===== config.mk =====
export PLATFORM = sky130hd
export DESIGN_NAME = ofdm_preamble_sync_ctrl
export DESIGN_NICKNAME = d
export VERILOG_FILES = /design/src/rtl/ofdm_sync_pkg.sv /design/src/rtl/ofdm_peak_tracker.sv /design/src/rtl/ofdm_preamble_sync_ctrl.sv
export SDC_FILE = /design/constraint.sdc
export NUM_CORES = 1
export LEC_CHECK = 0
export CAP_MARGIN = 0
export CORE_MARGIN = 2
export CORE_UTILIZATION = 30
export CTS_CLUSTER_DIAMETER = 200
export DETAILED_ROUTE_END_ITERATION = 6
export PLACE_DENSITY = 0.59
export REMOVE_ABC_BUFFERS = 1
export SYNTH_ARGS = -nofsm -noshare
export SYNTH_HDL_FRONTEND = slang
export SYNTH_HIERARCHICAL = 1
export SYNTH_SLANG_ARGS = --single-unit

===== constraint.sdc =====
create_clock -name clk -period 4.2 [get_ports clk]
set_input_delay 1.05 -clock clk [delete_from_list [all_inputs] [get_ports clk]]
set_output_delay 1.05 -clock clk [all_outputs]
set_load 0.02 [all_outputs]

===== src/rtl/ofdm_sync_pkg.sv =====
`default_nettype none
// ============================================================================
//  Module      : ofdm_sync_pkg
//  Description : Shared state encodings, tracker opcodes, default timing
//                parameters and helpers for the OFDM preamble sync controller.
//  Revision    : 1.0 - initial release
// ============================================================================
package ofdm_sync_pkg;

  // Controller state encoding; codes 4..7 are unreachable.
  typedef enum logic [2:0] {
    ST_SEARCH_A = 3'd0,
    ST_PEAK_A   = 3'd1,
    ST_WAIT_B   = 3'd2,
    ST_LOCKED   = 3'd3
  } state_t;

  // Commands from the controller to the peak tracker.
  typedef enum logic [2:0] {
    TRK_HOLD  = 3'd0,
    TRK_CLEAR = 3'd1,
    TRK_LOAD  = 3'd2,
    TRK_TRACK = 3'd3,
    TRK_COUNT = 3'd4
  } trk_op_t;

  localparam int C_DEF_PEAK_WIN = 4;
  localparam int C_DEF_B_OFFSET = 16;
  localparam int C_DEF_B_TOL    = 2;

  // Increment that sticks at 255 instead of wrapping.
  function automatic logic [7:0] sat_inc8(input logic [7:0] v);
    return (v == 8'hFF) ? v : v + 8'd1;
  endfunction

endpackage
`default_nettype wire


===== src/rtl/ofdm_peak_tracker.sv =====
`default_nettype none
// ============================================================================
//  Module      : ofdm_peak_tracker
//  Description : Holds the running maximum of the A correlation and the
//                saturating distance (in cycles) since that maximum.
//  Revision    : 1.0 - initial release
// ============================================================================
module ofdm_peak_tracker
  import ofdm_sync_pkg::*;
#(
  parameter int DATA_SIZE = 48
) (
  input  logic                 clk,
  input  logic                 reset,
  input  logic                 i_en,
  input  trk_op_t              i_op,
  input  logic [DATA_SIZE-1:0] i_abs,
  output logic [DATA_SIZE-1:0] o_max_nxt,
  output logic [7:0]           o_dist
);

  logic [DATA_SIZE-1:0] r_max;
  logic [7:0]           r_since;
  logic [DATA_SIZE-1:0] w_max_nxt;
  logic [7:0]           w_since_nxt;

  // Next max/distance; a strict compare keeps the earlier peak on ties.
  always_comb begin
    w_max_nxt   = r_max;
    w_since_nxt = r_since;
    unique case (i_op)
      TRK_CLEAR: begin
        w_max_nxt   = '0;
        w_since_nxt = '0;
      end
      TRK_LOAD: begin
        w_max_nxt   = i_abs;
        w_since_nxt = '0;
      end
      TRK_TRACK: begin
        if (i_abs > r_max) begin
          w_max_nxt   = i_abs;
          w_since_nxt = '0;
        end else begin
          w_since_nxt = sat_inc8(r_since);
        end
      end
      TRK_COUNT: w_since_nxt = sat_inc8(r_since);
      default: ;
    endcase
  end

  // Tracker registers, frozen while the clock enable is low.
  always_ff @(posedge clk or posedge reset) begin
    if (reset) begin
      r_max   <= '0;
      r_since <= '0;
    end else if (i_en) begin
      r_max   <= w_max_nxt;
      r_since <= w_since_nxt;
    end
  end

  // Distance of the current cycle from the peak cycle.
  assign o_max_nxt = w_max_nxt;
  assign o_dist    = sat_inc8(r_since);

endmodule
`default_nettype wire


===== src/rtl/ofdm_preamble_sync_ctrl.sv =====
`default_nettype none
// ============================================================================
//  Module      : ofdm_preamble_sync_ctrl
//  Description : Preamble-A peak search followed by a timed preamble-B check;
//                on a B crossing inside the tolerance window the frame is
//                locked for FRAME_LEN cycles and frame_start pulses once.
//  Revision    : 1.0 - initial release
// ============================================================================
module ofdm_preamble_sync_ctrl
  import ofdm_sync_pkg::*;
#(
  parameter int DATA_SIZE = 48,
  parameter int PEAK_WIN  = C_DEF_PEAK_WIN,
  parameter int B_OFFSET  = C_DEF_B_OFFSET,
  parameter int B_TOL     = C_DEF_B_TOL,
  parameter int FRAME_LEN = 1024
) (
  input  logic                 clk,
  input  logic                 reset,
  input  logic                 en,
  input  logic                 rearm,
  input  logic [DATA_SIZE-1:0] abs_a,
  input  logic [DATA_SIZE-1:0] porog_a,
  input  logic [DATA_SIZE-1:0] abs_b,
  input  logic [DATA_SIZE-1:0] porog_b,
  output logic                 frame_start,
  output logic                 locked,
  output logic [DATA_SIZE-1:0] peak_a,
  output logic [7:0]           b_delay,
  output logic [7:0]           miss_cnt,
  output logic [2:0]           o_state
);

  localparam int WIN_W = $clog2(PEAK_WIN + 1);
  localparam int TMR_W = $clog2(FRAME_LEN + 1);
  localparam logic [7:0] C_WIN_LO = 8'(B_OFFSET - B_TOL);
  localparam logic [7:0] C_WIN_HI = 8'(B_OFFSET + B_TOL);

  state_t               r_state, w_state_nxt;
  logic [WIN_W-1:0]     r_win, w_win_nxt, w_win_inc;
  logic [TMR_W-1:0]     r_tmr, w_tmr_nxt;
  logic [DATA_SIZE-1:0] r_peak;
  logic [7:0]           r_bdly;
  logic [7:0]           r_miss;
  logic                 r_fs;
  trk_op_t              w_trk_op;
  logic                 w_lock, w_miss, w_load_peak;
  logic                 w_a_hit, w_b_hit, w_in_win;
  logic [DATA_SIZE-1:0] w_max_nxt;
  logic [7:0]           w_dist;

  assign w_a_hit   = abs_a > porog_a;
  assign w_b_hit   = abs_b > porog_b;
  assign w_in_win  = (w_dist >= C_WIN_LO) && (w_dist <= C_WIN_HI);
  assign w_win_inc = r_win + WIN_W'(1);

  ofdm_peak_tracker #(
    .DATA_SIZE (DATA_SIZE)
  ) u_peak (
    .clk       (clk),
    .reset     (reset),
    .i_en      (en),
    .i_op      (w_trk_op),
    .i_abs     (abs_a),
    .o_max_nxt (w_max_nxt),
    .o_dist    (w_dist)
  );

  // State register.
  always_ff @(posedge clk or posedge reset) begin
    if (reset) r_state <= ST_SEARCH_A;
    else if (en) r_state <= w_state_nxt;
  end

  // Next-state and control decode; rearm overrides every transition.
  always_comb begin
    w_state_nxt = r_state;
    w_trk_op    = TRK_HOLD;
    w_win_nxt   = r_win;
    w_tmr_nxt   = r_tmr;
    w_lock      = 1'b0;
    w_miss      = 1'b0;
    w_load_peak = 1'b0;
    if (rearm) begin
      w_state_nxt = ST_SEARCH_A;
      w_trk_op    = TRK_CLEAR;
      w_win_nxt   = '0;
      w_tmr_nxt   = '0;
    end else begin
      case (r_state)
        ST_SEARCH_A: begin
          if (w_a_hit) begin
            w_trk_op  = TRK_LOAD;
            w_win_nxt = WIN_W'(1);
            if (PEAK_WIN <= 1) begin
              w_state_nxt = ST_WAIT_B;
              w_load_peak = 1'b1;
              w_win_nxt   = '0;
            end else begin
              w_state_nxt = ST_PEAK_A;
            end
          end
        end
        ST_PEAK_A: begin
          w_trk_op  = TRK_TRACK;
          w_win_nxt = w_win_inc;
          if (w_win_inc == WIN_W'(PEAK_WIN)) begin
            w_state_nxt = ST_WAIT_B;
            w_load_peak = 1'b1;
            w_win_nxt   = '0;
          end
        end
        ST_WAIT_B: begin
          w_trk_op = TRK_COUNT;
          if (w_b_hit && w_in_win) begin
            w_state_nxt = ST_LOCKED;
            w_lock      = 1'b1;
            w_tmr_nxt   = '0;
          end else if (w_dist > C_WIN_HI) begin
            w_state_nxt = ST_SEARCH_A;
            w_miss      = 1'b1;
          end
        end
        ST_LOCKED: begin
          if (r_tmr == TMR_W'(FRAME_LEN - 1)) begin
            w_state_nxt = ST_SEARCH_A;
            w_tmr_nxt   = '0;
          end else begin
            w_tmr_nxt = r_tmr + TMR_W'(1);
          end
        end
        default: w_state_nxt = ST_SEARCH_A;
      endcase
    end
  end

  // Timers, captured results and the pending frame_start flag.
  always_ff @(posedge clk or posedge reset) begin
    if (reset) begin
      r_win  <= '0;
      r_tmr  <= '0;
      r_peak <= '0;
      r_bdly <= '0;
      r_miss <= '0;
      r_fs   <= 1'b0;
    end else if (en) begin
      r_win <= w_win_nxt;
      r_tmr <= w_tmr_nxt;
      r_fs  <= w_lock;
      if (w_load_peak) r_peak <= w_max_nxt;
      if (w_lock) r_bdly <= w_dist;
      if (w_miss) r_miss <= sat_inc8(r_miss);
    end
  end

  // A pending pulse is held through disabled cycles and shown when en returns.
  assign frame_start = r_fs & en;
  assign locked      = (r_state == ST_LOCKED);
  assign peak_a      = r_peak;
  assign b_delay     = r_bdly;
  assign miss_cnt    = r_miss;
  assign o_state     = r_state;

endmodule
`default_nettype wire


=== Yosys cells after proc, flatten, opt, wreduce, memory -nomap -nowiden ===
Index checks and enable logic that the tools add are counted.
Widths: inputs -> output; s select.

* $add $sub $neg: 4
* Magnitude comparators: 6
* Equality and inequality tests: 16
* Muxes and demuxes: 32
* Bitwise gates (word level): 2
* Reductions and logical operators: 14

{| class="wikitable"
|+ Operator list
! kind !! number
|-
| $gt 48x48->1 || 3
|-
| $pmux 48 s3 || 1
|-
| $mux 48 || 1
|-
| $mux 11 || 3
|-
| $mux 3 || 9
|-
| $pmux 8 s3 || 1
|-
| $pmux 11 s2 || 1
|-
| $add 8x1->8 const B || 2
|-
| $eq 8x8->1 const B || 2
|-
| $mux 8 || 2
|-
| $eq 3x2->1 const B || 4
|-
| $pmux 3 s4 || 1
|-
| $add 11x1->11 const B || 1
|-
| $eq 11x10->1 const B || 1
|-
| $mux 1 || 10
|-
| $ne 3x3->1 const B || 3
|-
| $pmux 3 s3 || 1
|-
| $reduce_and 3->1 || 3
|-
| $reduce_bool 3->1 || 3
|-
| $ge 8x4->1 const B || 1
|-
| $gt 8x5->1 const B || 1
|-
| $le 8x5->1 const B || 1
|-
| $eq 3x1->1 const B || 2
|-
| $eq 3x3->1 const B || 2
|-
| other kinds (12) || 15
|}

* Bits in registers: 138
* Input bits: 196
* Output and inout port bits: 69
* Word-level logic and storage cells: 83

=== Longest topological paths before layout ===
Gate-level depths: netlist of run 1.

* Word-level depth: 9
* Gate-level depth with buffers: 18
* Depth with buffers taken out: 17

=== By module ===
The synthesis of run 1 kept the hierarchy.

{| class="wikitable"
|+ By module, submodules not included
! module !! instances !! cells an instance !! area an instance (µm²) !! seq. area each (µm²)
|-
| ofdm_preamble_sync_ctrl || 1 || 622 || 5,875.6 || 2,026.9
|-
| ofdm_peak_tracker || 1 || 427 || 4,149.0 || 1,401.3
|}

=== Worst setup path before layout of run 1 ===
No wires, ideal clock.

* Kind: input to register
* Start point: in porog_a[15]
* End point: reg u_peak.r_max[10]
* Library setup time: 0.122 ns
* Data arrival time: 3.964 ns
* Setup slack: 0.115 ns
* Cell stages on the path: 17
* Buffers on the path: 2
* Path through: inv_1 > ha_1 > nand3_1 > or3_1 > a211o_1 > a31oi_1 > nand2b_1 > a21oi_1 > nor3_1 > nor2_1 > nor2_1 > nand2_1 > o21bai_1 > a21o_1 > clkbuf_1 > clkbuf_1 > a32o_1

* Cells in the longest elaborated chain, start to end: 6
* Elaborated cells on any way between the ends: 8
* Classes of those cells: 1 x order compare; 3 x eq/ne; 4 x mux

{| class="wikitable"
|+ RTL lines
! item !! RTL line !! text
|-
| from (decl) || ofdm_preamble_sync_ctrl.sv:23 || <nowiki>input logic [DATA_SIZE-1:0] porog_a,</nowiki>
|-
| $gt 48x48->1 * || ofdm_preamble_sync_ctrl.sv:52 || <nowiki>assign w_a_hit = abs_a > porog_a;</nowiki>
|-
| $mux 2 * || ofdm_preamble_sync_ctrl.sv:92 || <nowiki>if (w_a_hit) begin</nowiki>
|-
| $pmux 3 s3 * || ofdm_preamble_sync_ctrl.sv:90 || <nowiki>case (r_state)</nowiki>
|-
| $mux 3 * || ofdm_preamble_sync_ctrl.sv:84 || <nowiki>if (rearm) begin</nowiki>
|-
| named net w_trk_op[1] || ofdm_preamble_sync_ctrl.sv:46 || <nowiki>trk_op_t w_trk_op;</nowiki>
|-
| $eq 3x2->1 / $eq 3x1->1 (equally long branches) || ofdm_peak_tracker.sv:31 || <nowiki>unique case (i_op)</nowiki>
|-
| $pmux 48 s3 * || ofdm_peak_tracker.sv:31 ||
|-
| to (signal assigned) || ofdm_peak_tracker.sv:59 || <nowiki>r_max <= w_max_nxt;</nowiki>
|-
| to (decl) || ofdm_peak_tracker.sv:22 || <nowiki>logic [DATA_SIZE-1:0] r_max;</nowiki>
|}

Mark *: on every way through the listed nets, which the timed path passes. The rest lies on a longest branch.
A chain may end at the register's enable or synchronous reset.

=== Worst setup path after layout of run 1 ===
* Start point: in abs_a[37]
* End point: reg u_peak.r_max[4]

* Cells in the longest elaborated chain, start to end: 6
* Elaborated cells on any way between the ends: 10
* Classes of those cells: 2 x order compare; 3 x eq/ne; 5 x mux

{| class="wikitable"
|+ RTL lines
! item !! RTL line !! text
|-
| from (decl) || ofdm_preamble_sync_ctrl.sv:22 || <nowiki>input logic [DATA_SIZE-1:0] abs_a,</nowiki>
|-
| $gt 48x48->1 * || ofdm_preamble_sync_ctrl.sv:52 ||
|-
| $mux 2 * || ofdm_preamble_sync_ctrl.sv:92 ||
|-
| $pmux 3 s3 * || ofdm_preamble_sync_ctrl.sv:90 ||
|-
| $mux 3 * || ofdm_preamble_sync_ctrl.sv:84 ||
|-
| named net w_trk_op[1] || ofdm_preamble_sync_ctrl.sv:46 ||
|-
| $eq 3x2->1 / $eq 3x1->1 (equally long branches) || ofdm_peak_tracker.sv:31 ||
|-
| $pmux 48 s3 * || ofdm_peak_tracker.sv:31 ||
|}

Marks and branches as above.

==> flow_summary_export.csv, run 1 <==
group,metric,value,unit
worst_setup_path,cpPeakStageDelay,0.29,ns
drt,top_layer,"met4",
place,port_buffers,263,
layout,antenna_cells,0,
drt,dr.first_iter.drc_count,510,
timing,tightest_slew,1.04,ns
global_routing,antenna_found_initial,0,
floorplan,die_w,187,µm
clock_network,clk_pin_slew_worst_paths,0.06,ns
floorplan,top_level_ports,265,
clock_network,worstSkewPairLatency,0.43,ns
yosys,synth-seq-area-share,34.2,%
drt,first_pass_iters,5,
place,dp_hpwl,23.0,mm
worst_setup_path,crit_fanout,8,
place,gp_congestion,0.798,
floorplan,rows,66,
worst_setup_path,path_class,"input pin to flop",
layout,final_nets,1761,
timing,max_freq,242,MHz
worst_setup_path,cp_slowest_cell,"dlygate4sd2_1",
clock_network,cts_max_path_buffers,2,
clock_network,ctsHtreeMaxLevel,4,
global_routing,track_usage,17.4,%
timing,fin_crit,4.14,ns
floorplan,core,0.0327,mm²
global_routing,overflow,0,
power_and_ir_drop,peakVddDrop,0.000294,V
drt,dr_total_vias,9298,
clock_network,clock-sinks,137,
place,placed_area,0.0139,mm²
hold_path,hold_path.class,"flop to flop",
yosys,synth_top_area_cell,"dfrtp_1",
timing,fin_crit_sh,98.5,%
yosys,ys.flop_type,"dfrtp_1",
layout,stdcell_area,0.0154,mm²
power_and_ir_drop,p_per_area,322,mW/mm²
layout,nFillCells,3131,
drt,drc_errors,0,
floorplan,dieHeight,187,µm
clock_network,cts-root-buf,"clkbuf_16",
global_routing,grt_max_degree,58,
yosys,ys_seq_elements,137,
layout,multiInputGateArea,0.00637,mm²
yosys,ys_async_sr_fraction,100,%
drt,wl_met2,15.1,mm
power_and_ir_drop,total_power,4.94,mW
outcome,outcome,"completed",
drt,wl_per_cell,16.9,µm
drt,wl_met3,1.41,mm
global_routing,grt_pass1_wl,48.8,mm
layout,synthToLayoutAreaGrowth,53.4,%
drt,wirelength,31.5,mm
global_routing,grt_pass1_vias,9277,
layout,final_cell_mix,"clkdlybuf4s50_1 (192), dfrtp_1 (137), inv_1 (132)",
yosys,syn-cell-area,0.0100,mm²
layout,layout.cells.non_filler,1870,
yosys,synth_edf_count,0,
worst_setup_path,cp-start-kind,"input pin",
floorplan,dieArea,0.0349,mm²
timing,slew_headroom,29.9,%
timing,fin_hold_ws,0.472,ns
yosys,synth_area_leaders,"dfrtp_1 (34%), ha_1 (19%), mux2_2 (6.2%)",
worst_setup_path,crit_arrival,4.44,ns
drt,postRouteAntennaNets,0,
yosys,yosys_warnings,6,
clock_network,ctsHoldBuffers,0,
clock_network,cts_buffers,17,
timing,finalHoldViolCount,0,
yosys,ys_types,63,
timing,drv_slew,0,
floorplan,initial_utilization,30.7,%
worst_setup_path,required,4.51,ns
place,dp.cells,1821,
drt,via_per_inst,4.97,
layout,drive_gt1_share,21.8,%
drt,wl_met1,14.5,mm
worst_setup_path,worstPathCellList,"dlygate4sd2_1 > ha_4 > nand4_1 > nor4_4 > buf_4 > nand3_4 > buf_6 > a31oi_4 > nand2b_4 > a21oi_4 > nor3_2 > nor2_1 > nor2_2 > nand2_1 > o21bai_4 > a21o_4 > clkbuf_16 > a32o_1",
yosys,synth_area_per_cell,9.56,µm²
run,cap_viol_max_count,0,
layout,final_common_cell,"clkdlybuf4s50_1",
clock_network,cts_tree,"yes",
timing,finClkSkew,0.0165,ns
worst_setup_path,end_kind,"flop",
layout,seqCellArea,0.00343,mm²
yosys,netlist_instances,1049,
timing,setup_viol,0,
power_and_ir_drop,leakage,7.50,nW
yosys,yosys.area.top_type_share,34.2,%
-- path summary, 6_finish.rpt --
check	startpoint	endpoint	slack, ns	cells past startpoint
max	abs_a[37]	u_peak/r_max[4]	0.06	18
min	r_fs	r_fs	0.47	1
max reg2reg	u_peak/r_since[0]	r_tmr[1]	0.80	15
min reg2reg	r_fs	r_fs	0.47	1
max in group asynchronous	reset	u_peak/r_max[21]	2.32	3
min in group asynchronous	reset	u_peak/r_max[12]	0.94	2
-- cells in the mapped netlist (8+ instances only) --
| cell type | instances |
|---|---|
| nor2b_1 | 10 |
| buf_2 | 11 |
| ha_1 | 149 |
| a22o_1 | 49 |
| nor3_1 | 13 |
| and3_1 | 11 |
| nand2_1 | 69 |
| nand2b_1 | 8 |
| a32o_1 | 51 |
| mux2_2 | 55 |
| nor2_1 | 29 |
| o21ai_0 | 30 |
| a31oi_1 | 14 |
| and4_1 | 8 |
| nand3_1 | 20 |
| a21oi_1 | 72 |
| dfrtp_1 | 137 |
| inv_1 | 163 |
| xnor2_1 | 9 |
| nand4_1 | 22 |
| clkbuf_1 | 16 |
| a21o_1 | 10 |
-- through the flow --
| step | setup TNS, ns | utilization [%] | setup slack (ns) |
|---|---|---|---|
| global placement | -88.12 | 42.5 | -0.890 |
| detailed placement | -91.60 | 42.5 | -0.931 |
| global route | -0.0472 | 47.0 | -0.0174 |
| finish | 0 | 47.0 | 0.0643 |
| CTS | -0.0233 | 45.4 | -0.0121 |
| floorplan | -95.63 | - | -1.04 |
-- worst max-delay path, delay by kind of cell --
kind            cells  cell delay (ns)
compound gates      5             0.93
fa+ha+maj           1             0.28
buf+inv             4             0.81
simple gates        8             1.35
-- cells by family after synthesis --
family,Yosys count,share of synthesized area [%]
AOI/OAI and AO/OA,270,19.6
xor gates and xnor gates,15,1.31
adders and majority gates,149,18.6
buffers and inverters,201,8.11
DFF,137,34.2
muxes,58,6.48
other,1,0.0374
and+or+nand+nor,218,11.7
-- per-layer routing --
layer	track usage, %	vias to the layer above
li1	-	4560
met1	23.2	4464
met2	29.4	251
met3	3.35	23
met4	3.57	0
met5	0	-
-- power breakdown --
part	internal, mW	leakage, nW	switching (mW)
sequential	1.46	1.88	0.130
combinational	0.963	5.35	0.890
clock	0.880	0.275	0.618
total	3.31	7.50	1.64
-- repair_timing --
item,in CTS,in global routing
pin swaps,6,31
cloned,3,6
setup buffers,6,3
endpoints found under the setup margin,104,102
gates resized for setup,75,113
-- registers in the layout (all words and copies together) (netlist names) --
name / cells
b_delay: 8
miss_cnt: 8
o_state: 2
peak_a: 48
r_fs: 1
r_tmr: 11
r_win: 3
u_peak/r_max: 48
u_peak/r_since: 8
-- final cells by class --
class                           count  share of cell area, %
Timing Repair Buffer              386                   25.0
Tap cell                          442                   3.60
Sequential cell                   137                   22.3
Clock buffer                       19                   2.82
Multi-Input combinational cell    711                   41.4
Clock inverter                     12                  0.920
Inverter                          163                   3.99
No activity file was read; power rests on OpenSTA's default activity.
==> run 2, diff against run 1 <==
clock period = 4 ns   (was 4.2 ns; I/O delays follow)
==> run 2 against run 1 <==
Critical path depth is 1 lower. Routed wire length increased by 3.4%. Sequential power increased by 5%. Combinational power grew 14%. Clock power about the same. Cell area increased by 0.34%. Sequential share of layout area is 0.076 points lower. Hold slack lost 0.0022 ns. Count of clock-buffer cells in the layout is 1 lower. Critical path type unchanged. Critical endpoint is now peak_a[42]. Largest power group unchanged.
==> flow_summary_export.csv, run 2 (synthesis results as in run 1) <==
group,metric,value,unit
worst_setup_path,worstPathCellList,"clkdlybuf4s15_1 > ha_4 > nand4_1 > nor4_4 > buf_4 > nand3_4 > or4_4 > a21oi_2 > nor3_2 > buf_4 > nand2_4 > buf_4 > o31ai_4 > buf_6 > clkbuf_16 > a22o_1 > mux2_2",
layout,antenna_cells,0,
clock_network,cts_max_path_buffers,2,
floorplan,die_w,187,µm
global_routing,track_usage,18.3,%
worst_setup_path,cpPeakStageDelay,0.57,ns
timing,finalHoldViolCount,0,
worst_setup_path,crit_arrival,4.26,ns
worst_setup_path,required,4.30,ns
hold_path,min_from,"r_fs",
worst_setup_path,crit_start,"abs_a[45]",
clock_network,worstSkewPairLatency,0.42,ns
timing,rsz0062_at_grt,"true",
outcome,outcome,"completed",
clock_network,clock-sinks,137,
worst_setup_path,cp-start-kind,"input pin",
global_routing,grt_max_degree,58,
place,gp_congestion,0.805,
drt,drc_errors,0,
timing,finClkSkew,0.0102,ns
worst_setup_path,cp_slowest_cell,"or4_4",
clock_network,cts_tree,"yes",
drt,wirelength,32.6,mm
worst_setup_path,crit_path_frequent_cell,"buf_4",
power_and_ir_drop,peakVddDrop,0.000350,V
power_and_ir_drop,leakage,7.40,nW
clock_network,cts-root-buf,"clkbuf_16",
timing,max_freq,253,MHz
drt,wl_per_cell,17.3,µm
power_and_ir_drop,total_power,5.28,mW
timing,slew_headroom,51.4,%
global_routing,overflow,0,
place,port_buffers,263,
clock_network,ctsHtreeMaxLevel,4,
drt,via_per_inst,4.94,
layout,synthToLayoutAreaGrowth,53.9,%
timing,fin_hold_ws,0.470,ns
floorplan,initial_utilization,30.7,%
floorplan,top_level_ports,265,
timing,setup_viol,0,
worst_setup_path,path_class,"input pin to flop",
global_routing,antenna_found_initial,0,
floorplan,dieArea,0.0349,mm²
worst_setup_path,cp_num_buf_inv,6,
floorplan,dieHeight,187,µm
worst_setup_path,end_kind,"flop",
timing,fin_crit,3.96,ns
worst_setup_path,regToRegStartpoint,"u_peak/r_since[0]",
floorplan,rows,66,
layout,final_common_cell,"clkdlybuf4s50_1",
global_routing,grt_pass1_wl,51.1,mm
layout,final_cell_mix,"clkdlybuf4s50_1 (178), dfrtp_1 (137), inv_1 (125)",
layout,final_nets,1779,
drt,dr.first_iter.drc_count,486,
power_and_ir_drop,p_per_area,342,mW/mm²
drt,dr_total_vias,9324,
clock_network,ctsHoldBuffers,0,
drt,first_pass_iters,5,
layout,drive_gt1_share,26.6,%
clock_network,clk_pin_slew_worst_paths,0.06,ns
global_routing,grt_pass1_vias,9660,
timing,drv_slew,0,
timing,tightest_slew,0.728,ns
run,cap_viol_max_count,0,
timing,fin_tns_setup,0,ns
timing,fin_crit_sh,99.0,%
drt,postRouteAntennaNets,0,
hold_path,hold_path.class,"flop to flop",
place,dp_hpwl,23.2,mm
floorplan,core,0.0327,mm²
clock_network,cts_buffers,17,
worst_setup_path,path_delay_family,"simple AND/OR/NAND/NOR gates",
worst_setup_path,crit_fanout,12,
[run 2: changes by cell type in the layout (fill, tap and decap cells not counted), sizes merged]
cell           before  now
bufinv              2    1
clkdlybuf4s50     192  178
clkbuf             29   60
buf               118  140
clkdlybuf4s15       6    8
dlymetal6s2s       39   14
clkinv              5    6
bufbuf              2    3
clkinvlp            2    3
[run 2: area by class of cell]
type,count,area (µm²)
timing repair buffer,404,3850
multi-input combinational,711,6440
tap,442,553
fill,3117,17300
sequential,137,3430
inverter,163,613
clock buffer,18,429
clock inverter,13,120
[run 2: final timing paths]
check	cells after the start	endpoint	slack, ns
setup / recovery	17	peak_a[42]	0.04
max in group asynchronous	3	peak_a[25]	2.26
setup reg to reg	15	r_tmr[1]	0.68
hold reg to reg	1	r_fs	0.47
min in group asynchronous	2	u_peak/r_max[7]	0.94
hold / removal	1	r_fs	0.47
[run 2: where the power goes]
group / internal (mW) / switching (mW)
logic: 1.12 / 0.997
clock network: 0.857 / 0.636
registers: 1.54 / 0.134
total: 3.51 / 1.77
[run 2: what timing repair did]
item,4_1_cts,5_1_grt
resized for setup,152,154
pin swaps,29,35
buffers inserted,11,5
setup endpoints to repair,104,104
gates cloned,7,4
[run 2: through the flow]
stage               cells  cell area (µm²)  utilization (%)  setup WS (ns)
detailed placement   1830            14000             42.7          -1.13
global placement     1830            14000             42.7          -1.09
global route         1888            15400             47.2        -0.0189
floorplan            1011             9820                -          -1.19
finish               1888            15400             47.2         0.0412
CTS                  1879            15200             46.4       0.000883
[run 2: metal layers]
metal  up-vias  wire length [µm]  global-route usage [%]
met4         0               360                    3.79
li1       4591                 -                       -
met1      4486             14600                    23.5
met2       227             16100                    31.4
met3        20              1460                    4.02
met5         -                 0                       0
